File: config.mk
export PLATFORM = sky130hd
export DESIGN_NAME = key_conditioner_flat
export DESIGN_NICKNAME = d
export VERILOG_FILES = /design/src/rtl/key_conditioner_pkg.sv /design/src/rtl/key_conditioner_if.sv /design/src/rtl/key_conditioner_debounce_channel.sv /design/src/rtl/key_conditioner.sv /design/src/flat_wrapper.sv
export SDC_FILE = /design/constraint.sdc
export NUM_CORES = 1
export LEC_CHECK = 0
export CORE_AREA = 3 3 134 136
export DETAILED_ROUTE_END_ITERATION = 8
export DIE_AREA = 0 0 137 139
export PLACE_DENSITY = 0.8
export SLEW_MARGIN = 20
export SYNTH_ARGS = -nofsm -noshare
export SYNTH_HDL_FRONTEND = slang
export SYNTH_SLANG_ARGS = --single-unit
File: constraint.sdc
create_clock -name clk -period 2.1 [get_ports clk]
set_input_delay 0.42 -clock clk [delete_from_list [all_inputs] [get_ports clk]]
set_output_delay 0.42 -clock clk [all_outputs]
set_load 0.05 [all_outputs]
File: src/rtl/key_conditioner_pkg.sv
// key_conditioner_pkg: channel map, default timing constants and width helper for the key conditioner.
package key_conditioner_pkg;
  localparam int KC_CH = 18;
  localparam int CH_NOTE_LSB = 0;
  localparam int CH_LEN_LSB = 7;
  localparam int CH_SUBMIT = 14;
  localparam int CH_CANCEL = 15;
  localparam int CH_OCT_UP = 16;
  localparam int CH_OCT_DOWN = 17;
  localparam int KC_TICK_CYCLES = 100000;
  localparam int KC_STABLE_TICKS = 20;
  localparam int KC_REPEAT_DELAY = 500;
  localparam int KC_REPEAT_PERIOD = 100;
  typedef logic [KC_CH-1:0] kc_vec_t;
  localparam kc_vec_t KC_REPEAT_MASK = 18'h30000;
  function automatic int kc_width(input int n);
    return n > 1 ? $clog2(n) : 1;
  endfunction
endpackage

File: src/rtl/key_conditioner_if.sv
// key_conditioner_if: raw switch inputs and conditioned level/edge outputs of the key conditioner.
interface key_conditioner_if #(parameter int CH = key_conditioner_pkg::KC_CH);
  logic [CH-1:0] raw;
  logic [CH-1:0] level;
  logic [CH-1:0] rise;
  logic [CH-1:0] fall;
  logic any_rise;
  logic tick;
  modport master(output raw, input level, rise, fall, any_rise, tick);
  modport slave(input raw, output level, rise, fall, any_rise, tick);
endinterface

File: src/rtl/key_conditioner_debounce_channel.sv
// debounce_channel: two-flop synchronizer, tick-sampled debounce and edge pulses for one input.
// Hold-repeat of rise pulses is built only with KEY_CONDITIONER_HOLD_REPEAT_EN.
module debounce_channel
  import key_conditioner_pkg::*;
#(
  parameter int STABLE_TICKS = KC_STABLE_TICKS
`ifdef KEY_CONDITIONER_HOLD_REPEAT_EN
  , parameter int REPEAT_DELAY = KC_REPEAT_DELAY
  , parameter int REPEAT_PERIOD = KC_REPEAT_PERIOD
  , parameter bit REPEAT_EN = 1'b0
`endif
) (
  input  logic clk,
  input  logic rst,
  input  logic raw,
  input  logic tick,
  output logic level,
  output logic rise,
  output logic fall,
  output logic rise_nxt
);
  localparam int CW = kc_width(STABLE_TICKS + 1);
  logic [1:0] sync;
  logic [CW-1:0] cnt;
  logic differ, accept, rep;
  assign differ = sync[1] != level;
  assign accept = tick && differ && cnt == CW'(STABLE_TICKS - 1);
`ifdef KEY_CONDITIONER_HOLD_REPEAT_EN
  localparam int RW = kc_width(REPEAT_DELAY + 1);
  logic [RW-1:0] rcnt;
  assign rep = REPEAT_EN && level && tick && rcnt == RW'(REPEAT_DELAY - 1);
  always_ff @(posedge clk)
    if (rst || !REPEAT_EN || !level) rcnt <= '0;
    else if (tick) rcnt <= rep ? RW'(REPEAT_DELAY - REPEAT_PERIOD) : rcnt + 1'b1;
`else
  assign rep = 1'b0;
`endif
  assign rise_nxt = (accept && !level) || rep;
  always_ff @(posedge clk) begin
    if (rst) begin
      sync <= '0;
      cnt <= '0;
      level <= 1'b0;
      rise <= 1'b0;
      fall <= 1'b0;
    end else begin
      sync <= {sync[0], raw};
      rise <= rise_nxt;
      fall <= accept && level;
      if (tick) begin
        cnt <= (!differ || accept) ? '0 : cnt + 1'b1;
        if (accept) level <= sync[1];
      end
    end
  end
endmodule

File: src/rtl/key_conditioner.sv
// key_conditioner: free-running sample tick plus CH independent debounce channels.
// Optional hold-repeat on REPEAT_MASK channels via KEY_CONDITIONER_HOLD_REPEAT_EN.
module key_conditioner
  import key_conditioner_pkg::*;
#(
  parameter int CH = KC_CH,
  parameter int TICK_CYCLES = KC_TICK_CYCLES,
  parameter int STABLE_TICKS = KC_STABLE_TICKS
`ifdef KEY_CONDITIONER_HOLD_REPEAT_EN
  , parameter int REPEAT_DELAY = KC_REPEAT_DELAY
  , parameter int REPEAT_PERIOD = KC_REPEAT_PERIOD
  , parameter logic [CH-1:0] REPEAT_MASK = CH'(KC_REPEAT_MASK)
`endif
) (
  input logic clk,
  input logic rst,
  key_conditioner_if.slave bus
);
  localparam int TW = kc_width(TICK_CYCLES);
  logic [TW-1:0] tcnt;
  logic tick, any_rise;
  logic [CH-1:0] level_v, rise_v, fall_v, rise_nxt;
  assign tick = tcnt == TW'(TICK_CYCLES - 1);
  always_ff @(posedge clk) begin
    if (rst) begin
      tcnt <= '0;
      any_rise <= 1'b0;
    end else begin
      tcnt <= tick ? '0 : tcnt + 1'b1;
      any_rise <= |rise_nxt;
    end
  end
  for (genvar i = 0; i < CH; i++) begin : g_ch
    debounce_channel #(
      .STABLE_TICKS(STABLE_TICKS)
`ifdef KEY_CONDITIONER_HOLD_REPEAT_EN
      , .REPEAT_DELAY(REPEAT_DELAY)
      , .REPEAT_PERIOD(REPEAT_PERIOD)
      , .REPEAT_EN(REPEAT_MASK[i])
`endif
    ) u_ch (
      .clk(clk),
      .rst(rst),
      .raw(bus.raw[i]),
      .tick(tick),
      .level(level_v[i]),
      .rise(rise_v[i]),
      .fall(fall_v[i]),
      .rise_nxt(rise_nxt[i])
    );
  end
  assign bus.level = level_v;
  assign bus.rise = rise_v;
  assign bus.fall = fall_v;
  assign bus.any_rise = any_rise;
  assign bus.tick = tick;
endmodule

File: src/flat_wrapper.sv
// flat-port wrapper written by rule: the top's interface ports become plain ports
module key_conditioner_flat import key_conditioner_pkg::*;
#(
  parameter int CH = KC_CH,
  parameter int TICK_CYCLES = KC_TICK_CYCLES,
  parameter int STABLE_TICKS = KC_STABLE_TICKS

)
  (clk, rst, bus_raw, bus_level, bus_rise, bus_fall, bus_any_rise, bus_tick);
  key_conditioner_if #(.CH(CH)) bus_i ();
  input logic clk;
  input logic rst;
  input wire logic [$bits(bus_i.raw)-1:0] bus_raw;
  output wire logic [$bits(bus_i.level)-1:0] bus_level;
  output wire logic [$bits(bus_i.rise)-1:0] bus_rise;
  output wire logic [$bits(bus_i.fall)-1:0] bus_fall;
  output wire logic [$bits(bus_i.any_rise)-1:0] bus_any_rise;
  output wire logic [$bits(bus_i.tick)-1:0] bus_tick;
  assign bus_i.raw = bus_raw;
  assign bus_level = bus_i.level;
  assign bus_rise = bus_i.rise;
  assign bus_fall = bus_i.fall;
  assign bus_any_rise = bus_i.any_rise;
  assign bus_tick = bus_i.tick;
  key_conditioner #(.CH(CH), .TICK_CYCLES(TICK_CYCLES), .STABLE_TICKS(STABLE_TICKS)) u_core (.clk(clk), .rst(rst), .bus(bus_i));
endmodule
==> impl_metrics.json, run 1 <==
{
  "run_status": "finished, violations left",
  "failed_checks": "negative setup slack",
  "overflow": 0,
  "grt_max_degree": 60,
  "clock-sinks": 198,
  "n_antenna_cell": 0,
  "cts_tree": "done",
  "mostFrequentLayoutCells": "dfxtp_1, a21oi_1, nor2_1",
  "layout_commonest_cell": "dfxtp_1",
  "r2r-start": "u_core.tcnt[1]",
  "cellInternalPower_mw": 5.59,
  "die_h_um": 139,
  "clkPwrFrac_pct": 43.6,
  "drc": 0,
  "syn_nets": 1047,
  "min_to": "u_core.g_ch[1].u_ch.cnt[3]",
  "max_slew_margin_pct": 57.2,
  "fillers": 1481,
  "grt_pass1_wl_mm": 31.6,
  "multi_input_area_sq_mm": 0.00422,
  "nets": 1083,
  "powerDensity_mw_per_mm2": 697,
  "io_buffer_count": 75,
  "period_share_pct": 104,
  "p_leak_nw": 3.80,
  "worstRegToRegCells": 8,
  "seq_area_sq_mm": 0.00397,
  "finalWirelength_mm": 19.0,
  "comb_power_share_pct": 2.9,
  "postRouteAntennaNets": 0,
  "hold_path_class": "input pin to flip-flop",
  "yosysTopAreaCell": "dfxtp_1",
  "syn_inst": 1008,
  "synth-seq-cells": 198,
  "cp-end-kind": "output pin",
  "start_util_pct": 51.2,
  "track_usage_pct": 20.1,
  "min_period_ns": 2.17,
  "hold_slack_ns": 0.200,
  "hold-path-cell-count": 2,
  "routed_via_density": 5.59,
  "maxSlewViolCount": 0,
  "finalNonFillerCells": 1282,
  "min_from": "rst",
  "io_pins": 76,
  "holdBufCountCts": 0,
  "cp_max_fo": 3,
  "crit_type": "flip-flop to output pin",
  "finClkSkew_ns": 0.00795,
  "rows": 48,
  "grt_pass1_vias": 6686,
  "antenna_found_initial": 0,
  "yosysSeqAreaShare_pct": 45.4,
  "final_util_pct": 60.0,
  "hold_viol": 0,
  "crit_arrival_ns": 1.75,
  "yosysUniqueCellTypes": 40,
  "dr.pass1.iters": 4,
  "drt_iter0_drc": 474,
  "synth_top_area_share_pct": 45.4,
  "rrSetupSlack_ns": 0.01,
  "clk_latency_ns": 0.44,
  "place_inst": 1241,
  "rsz0062_at_grt": "yes",
  "syn_area_sq_mm": 0.00874,
  "layout-drive-gt1-share_pct": 9.37,
  "netlist_top_cells_area": "dfxtp_1, a21oi_1, buf_4",
  "yosys_warnings": 0,
  "tightest_slew_ns": 0.643,
  "setup_viol": 1,
  "vdd_drop_max_mv": 0.593,
  "routedWlPerCell_um": 14.9,
  "layout_setup_ws_ns": -0.0737,
  "crit_required_ns": 1.68,
  "power_switching_mw": 1.54,
  "htree_levels": 4,
  "numCtsBuffers": 17,
  "vias": 7165,
  "die_x_um": 137,
  "core-area_sq_mm": 0.0171,
  "maxCapViolations": 0,
  "rr_endpoint": "u_core.g_ch[5].u_ch.cnt[4]",
  "gp_congestion": 0.830,
  "cts_buffer_depth": 2,
  "p_seq_share_pct": 53.5,
  "startpoint_type": "flip-flop",
  "dp_hpwl_mm": 12.3,
  "syn_area_per_cell_sq_um": 8.67,
  "areaGrowthSynthToFinish_pct": 17.0,
  "clk_pin_slew_ns": 0.07,
  "dieArea_sq_mm": 0.0190,
  "fmax_mhz": 460,
  "switching_share_pct": 21.6,
  "cts-root-buf": "clkbuf_16"
}
[flip-flops by register name (all words and copies together) (netlist names)]
signal	cells
u_core.g_ch.u_ch.cnt	90
u_core.g_ch.u_ch.fall	18
u_core.g_ch.u_ch.rise	18
u_core.tcnt	17
u_core.g_ch.u_ch.level	18
u_core.bus.any_rise	1
u_core.g_ch.u_ch.sync	36
[cell usage after synthesis (all sizes together)]
cell type  instances
and4               1
o21ai             74
nand4             15
nor4               3
or3                9
nand4b             7
o22ai              2
or4               14
a21oi            101
or2                4
nor4bb            18
clkinv             1
o2111ai            1
mux2i             11
nand2b            11
and4bb             1
ha                19
nor2              88
xor2              24
clkbuf            34
nand4bb           15
nand2             73
nand3             67
nor2b             49
or4bb              1
xnor2              8
and2               5
o211ai             1
nor3              28
nor4b              8
buf               62
dfxtp            198
nand3b            19
inv                9
and3              27
[how the worst max path moves through the flow]
| stage | startpoint | endpoint | slack [ns] | cells past startpoint |
|---|---|---|---|---|
| finish | u_core.tcnt[1] | bus_tick | -0.07 | 7 |
| global route | u_core.tcnt[1] | bus_tick | -0.15 | 7 |
| CTS | u_core.tcnt[13] | bus_tick | -0.1 | 6 |
| global placement | u_core.tcnt[1] | u_core.g_ch[17].u_ch.fall | 0.05 | 7 |
| floorplan | u_core.tcnt[0] | u_core.g_ch[11].u_ch.cnt[3] | 0.0007 | 8 |
| detailed placement | u_core.tcnt[1] | u_core.g_ch[1].u_ch.fall | 0.007 | 7 |
[kinds of logic (layout without fill, tap and decap cells)]
kind of cell / after synthesis / count (layout) / synth area share [%]
adders and majority gates: 19 / 19 / 2.72
and+or+nand+nor: 463 / 463 / 30.0
muxes: 11 / 11 / 1.26
xor gates and xnor gates: 32 / 32 / 3.21
AOI/OAI and AO/OA: 179 / 179 / 10.4
DFF: 198 / 198 / 45.4
buffers and inverters: 106 / 155 / 7.12
[stage by stage]
step | worst slack, ns | area [sq um] | setup TNS, ns | power, mW
final | -0.0737 | 10200 | -0.0737 | 7.13
after global routing | -0.154 | 10200 | -0.964 | 7.37
after global placement | 0.0489 | 9450 | 0 | 4.09
after CTS | -0.0954 | 10100 | -0.0954 | 7.18
after detailed placement | 0.00683 | 9450 | 0 | 4.09
after floorplan | 0.000652 | 8740 | 0 | 4.02
[cell type report]
class	count	area share, %
flip-flops and latches	198	38.8
repair buffers	113	11.2
clock buffers	21	4.50
inverters	10	0.489
clock inverters	11	0.979
multi-input cells	704	41.3
well taps	225	2.75
[worst max-delay path, stage by stage (launching register included)]
cell	delay, ns
dfxtp_2	0.35
ha_4	0.13
and4_1	0.18
nand2_1	0.07
or2_4	0.27
buf_12	0.14
clkinv_8	0.04
buf_12	0.12
[power groups by stage]
| stage | sequential (mW) | clock (mW) | combinational (mW) |
|---|---|---|---|
| detailed placement | 3.90 | 0 | 0.198 |
| global route | 3.82 | 3.33 | 0.231 |
| floorplan | 3.89 | 0 | 0.123 |
| CTS | 3.81 | 3.16 | 0.203 |
| global placement | 3.90 | 0 | 0.195 |
| finish | 3.81 | 3.11 | 0.206 |
[per-layer routing]
layer	global-route usage, %	share of wire (%)	vias up
met5	0	0	-
met4	8.61	2.8	0
met3	4.97	5.2	37
met2	32.6	47	175
met1	25.4	45	3379
li1	-	-	3574
[repair_timing]
| action | in CTS | in global routing |
|---|---|---|
| gates resized for setup | 21 | 22 |
| endpoints found under the setup margin | 14 | 25 |
| setup buffers | 5 | 2 |
| pin swaps | 4 | 9 |
| hold endpoints to repair | 0 | 0 |
| gates cloned | 1 | 1 |
(Power assumes the default switching activity.)
==> run 2, diff against run 1 <==
--- a/config.mk
+++ b/config.mk
@@ -6,6 +6,7 @@
 export NUM_CORES = 1
 export LEC_CHECK = 0
 export CORE_AREA = 3 3 134 136
+export CTS_CLUSTER_SIZE = 16
 export DETAILED_ROUTE_END_ITERATION = 8
 export DIE_AREA = 0 0 137 139
 export PLACE_DENSITY = 0.8
==> results of run 2 <==
Final layout, timing and power as in run 1 (identical DEF).
==> run 3, diff against run 2 <==
==> constraint.sdc (replaced) <==
create_clock -name clk -period 2.1 [get_ports clk]
set_input_delay 0.42 -clock clk [delete_from_list [all_inputs] [get_ports clk]]
set_output_delay 0.42 -clock clk [all_outputs]
set_load 0.1 [all_outputs]
==> run 3 against run 2 <==
The run still ends with negative setup slack left. Sequential cell count unchanged. Global-route usage decreased by 0.32 points. Sequential power about the same. Via count increased by 1.4%. Critical endpoint unchanged. Largest cell class unchanged.
==> impl_metrics.json, run 3 (synthesis results as in run 1) <==
{
  "layout-drive-gt1-share_pct": 16.2,
  "postRouteAntennaNets": 0,
  "drc": 0,
  "p_total_mw": 7.50,
  "finalWirelength_mm": 20.0,
  "cp_max_fo": 3,
  "power_switching_mw": 1.52,
  "period_share_pct": 104,
  "gp_congestion": 0.842,
  "numCtsBuffers": 17,
  "critical-path-slowest-cell": "dfxtp_2",
  "dp_hpwl_mm": 12.3,
  "final_util_pct": 60.7,
  "io_buffer_count": 75,
  "cts-root-buf": "clkbuf_16",
  "rrSetupSlack_ns": 0,
  "die_x_um": 137,
  "vdd_drop_max_mv": 0.557,
  "clk_pin_slew_ns": 0.07,
  "max_stage_delay_ns": 0.34,
  "fmax_mhz": 460,
  "maxCapViolations": 0,
  "io_pins": 76,
  "powerDensity_mw_per_mm2": 724,
  "core-area_sq_mm": 0.0171,
  "grt_pass1_vias": 6575,
  "clock-sinks": 198,
  "rows": 48,
  "grt_pass1_wl_mm": 31.1,
  "cts_tree": "done",
  "overflow": 0,
  "largest_reg_flops": 90,
  "cp-end-kind": "output pin",
  "crit_type": "flip-flop to output pin",
  "p_seq_share_pct": 50.8,
  "crit_arrival_ns": 1.76,
  "hold_viol": 0,
  "maxSlewViolCount": 0,
  "layout_setup_ws_ns": -0.0751,
  "failed_checks": "negative setup slack",
  "critPathTopFamily": "simple AND/OR/NAND/NOR gates",
  "layout_commonest_cell": "dfxtp_1",
  "min_period_ns": 2.18,
  "setup_viol": 1,
  "dieArea_sq_mm": 0.0190,
  "hold_path_class": "flip-flop to flip-flop",
  "rsz0062_at_grt": "yes",
  "p_leak_nw": 3.87,
  "n_antenna_cell": 0,
  "comb_power_share_pct": 2.7,
  "switching_share_pct": 20.3,
  "die_h_um": 139,
  "crit_chain": "ha_2 -> and4_4 -> nand2_2 -> or2_4 -> clkinv_4 -> buf_12",
  "finClkSkew_ns": 0.00841,
  "mostFrequentLayoutCells": "dfxtp_1, a21oi_1, nor2_1",
  "areaGrowthSynthToFinish_pct": 18.6,
  "routedWlPerCell_um": 15.6,
  "dr.pass1.iters": 5,
  "holdBufCountCts": 0,
  "cts_buffer_depth": 2,
  "routed_via_density": 5.66,
  "cellInternalPower_mw": 5.98,
  "nets": 1086,
  "max_flop_register": "u_core.g_ch.u_ch.cnt",
  "startpoint_type": "flip-flop",
  "run_status": "finished, violations left",
  "start_util_pct": 51.2,
  "vias": 7263,
  "clkPwrFrac_pct": 46.4,
  "fillers": 1418,
  "reg_top3": "u_core.g_ch.u_ch.cnt (90), u_core.g_ch.u_ch.sync (36)",
  "antenna_found_initial": 0,
  "cp_num_buf_inv": 2,
  "clk_latency_ns": 0.43,
  "htree_levels": 4,
  "tightest_slew_ns": 0.737,
  "max_slew_margin_pct": 50.3,
  "drt_iter0_drc": 528,
  "crit_required_ns": 1.68,
  "grt_max_degree": 81,
  "setup_tns_ns": -0.0751,
  "track_usage_pct": 19.8
}
## run 3: final cells by class
class | instances | area, sq um | share of cell area (%)
repair buffers | 116 | 1110 | 10.7
clock buffers | 21 | 470 | 4.54
inverters | 10 | 42.5 | 0.411
clock inverters | 10 | 169 | 1.63
multi-input cells | 704 | 4320 | 41.7
flip-flops and latches | 198 | 3970 | 38.3
well taps | 225 | 282 | 2.72
## run 3: layer usage
metal | share of wire [%] | GRT usage, % | vias to the layer above
met3 | 5.3 | 3.99 | 36
li1 | - | - | 3584
met5 | 0 | 0 | -
met1 | 44 | 26.2 | 3431
met2 | 48 | 31.7 | 212
met4 | 2.2 | 7.83 | 0
## run 3: metrics by stage
step | instance area [sq um] | hold slack (ns) | setup WS, ns | std cells
final | 10400 | 0.440 | -0.0751 | 1284
after global routing | 10400 | 0.455 | -0.156 | 1284
after CTS | 10000 | 0.441 | -0.0704 | 1272
after detailed placement | 9320 | 0.425 | 0.0577 | 1238
after global placement | 9320 | 0.419 | 0.113 | 1238
after floorplan | 8750 | 0.414 | 0.000652 | 1008
## run 3: power by group through the flow
| stage | clock network [mW] | registers, mW | logic [mW] |
|---|---|---|---|
| 2_1_floorplan | 0 | 3.89 | 0.123 |
| 3_3_place_gp | 0 | 3.90 | 0.200 |
| 3_5_place_dp | 0 | 3.90 | 0.201 |
| 4_1_cts | 3.53 | 3.81 | 0.204 |
| 5_1_grt | 3.67 | 3.82 | 0.228 |
| 6_report | 3.48 | 3.81 | 0.206 |
## run 3: worst paths after layout
path	from	end	cells after the start
hold reg to reg	u_core.g_ch[5].u_ch.sync[0]	u_core.g_ch[5].u_ch.sync[1]	1
setup reg to reg	u_core.tcnt[1]	u_core.g_ch[11].u_ch.cnt[0]	9
setup / recovery	u_core.tcnt[1]	bus_tick	6
hold / removal	u_core.g_ch[5].u_ch.sync[0]	u_core.g_ch[5].u_ch.sync[1]	1
## run 3: repair_timing
action / in CTS / in global routing
resized for setup: 8 / 40
buffers inserted: 3 / 6
pin swaps: 10 / 14
setup endpoints to repair: 1 / 37
gates cloned: 0 / 6
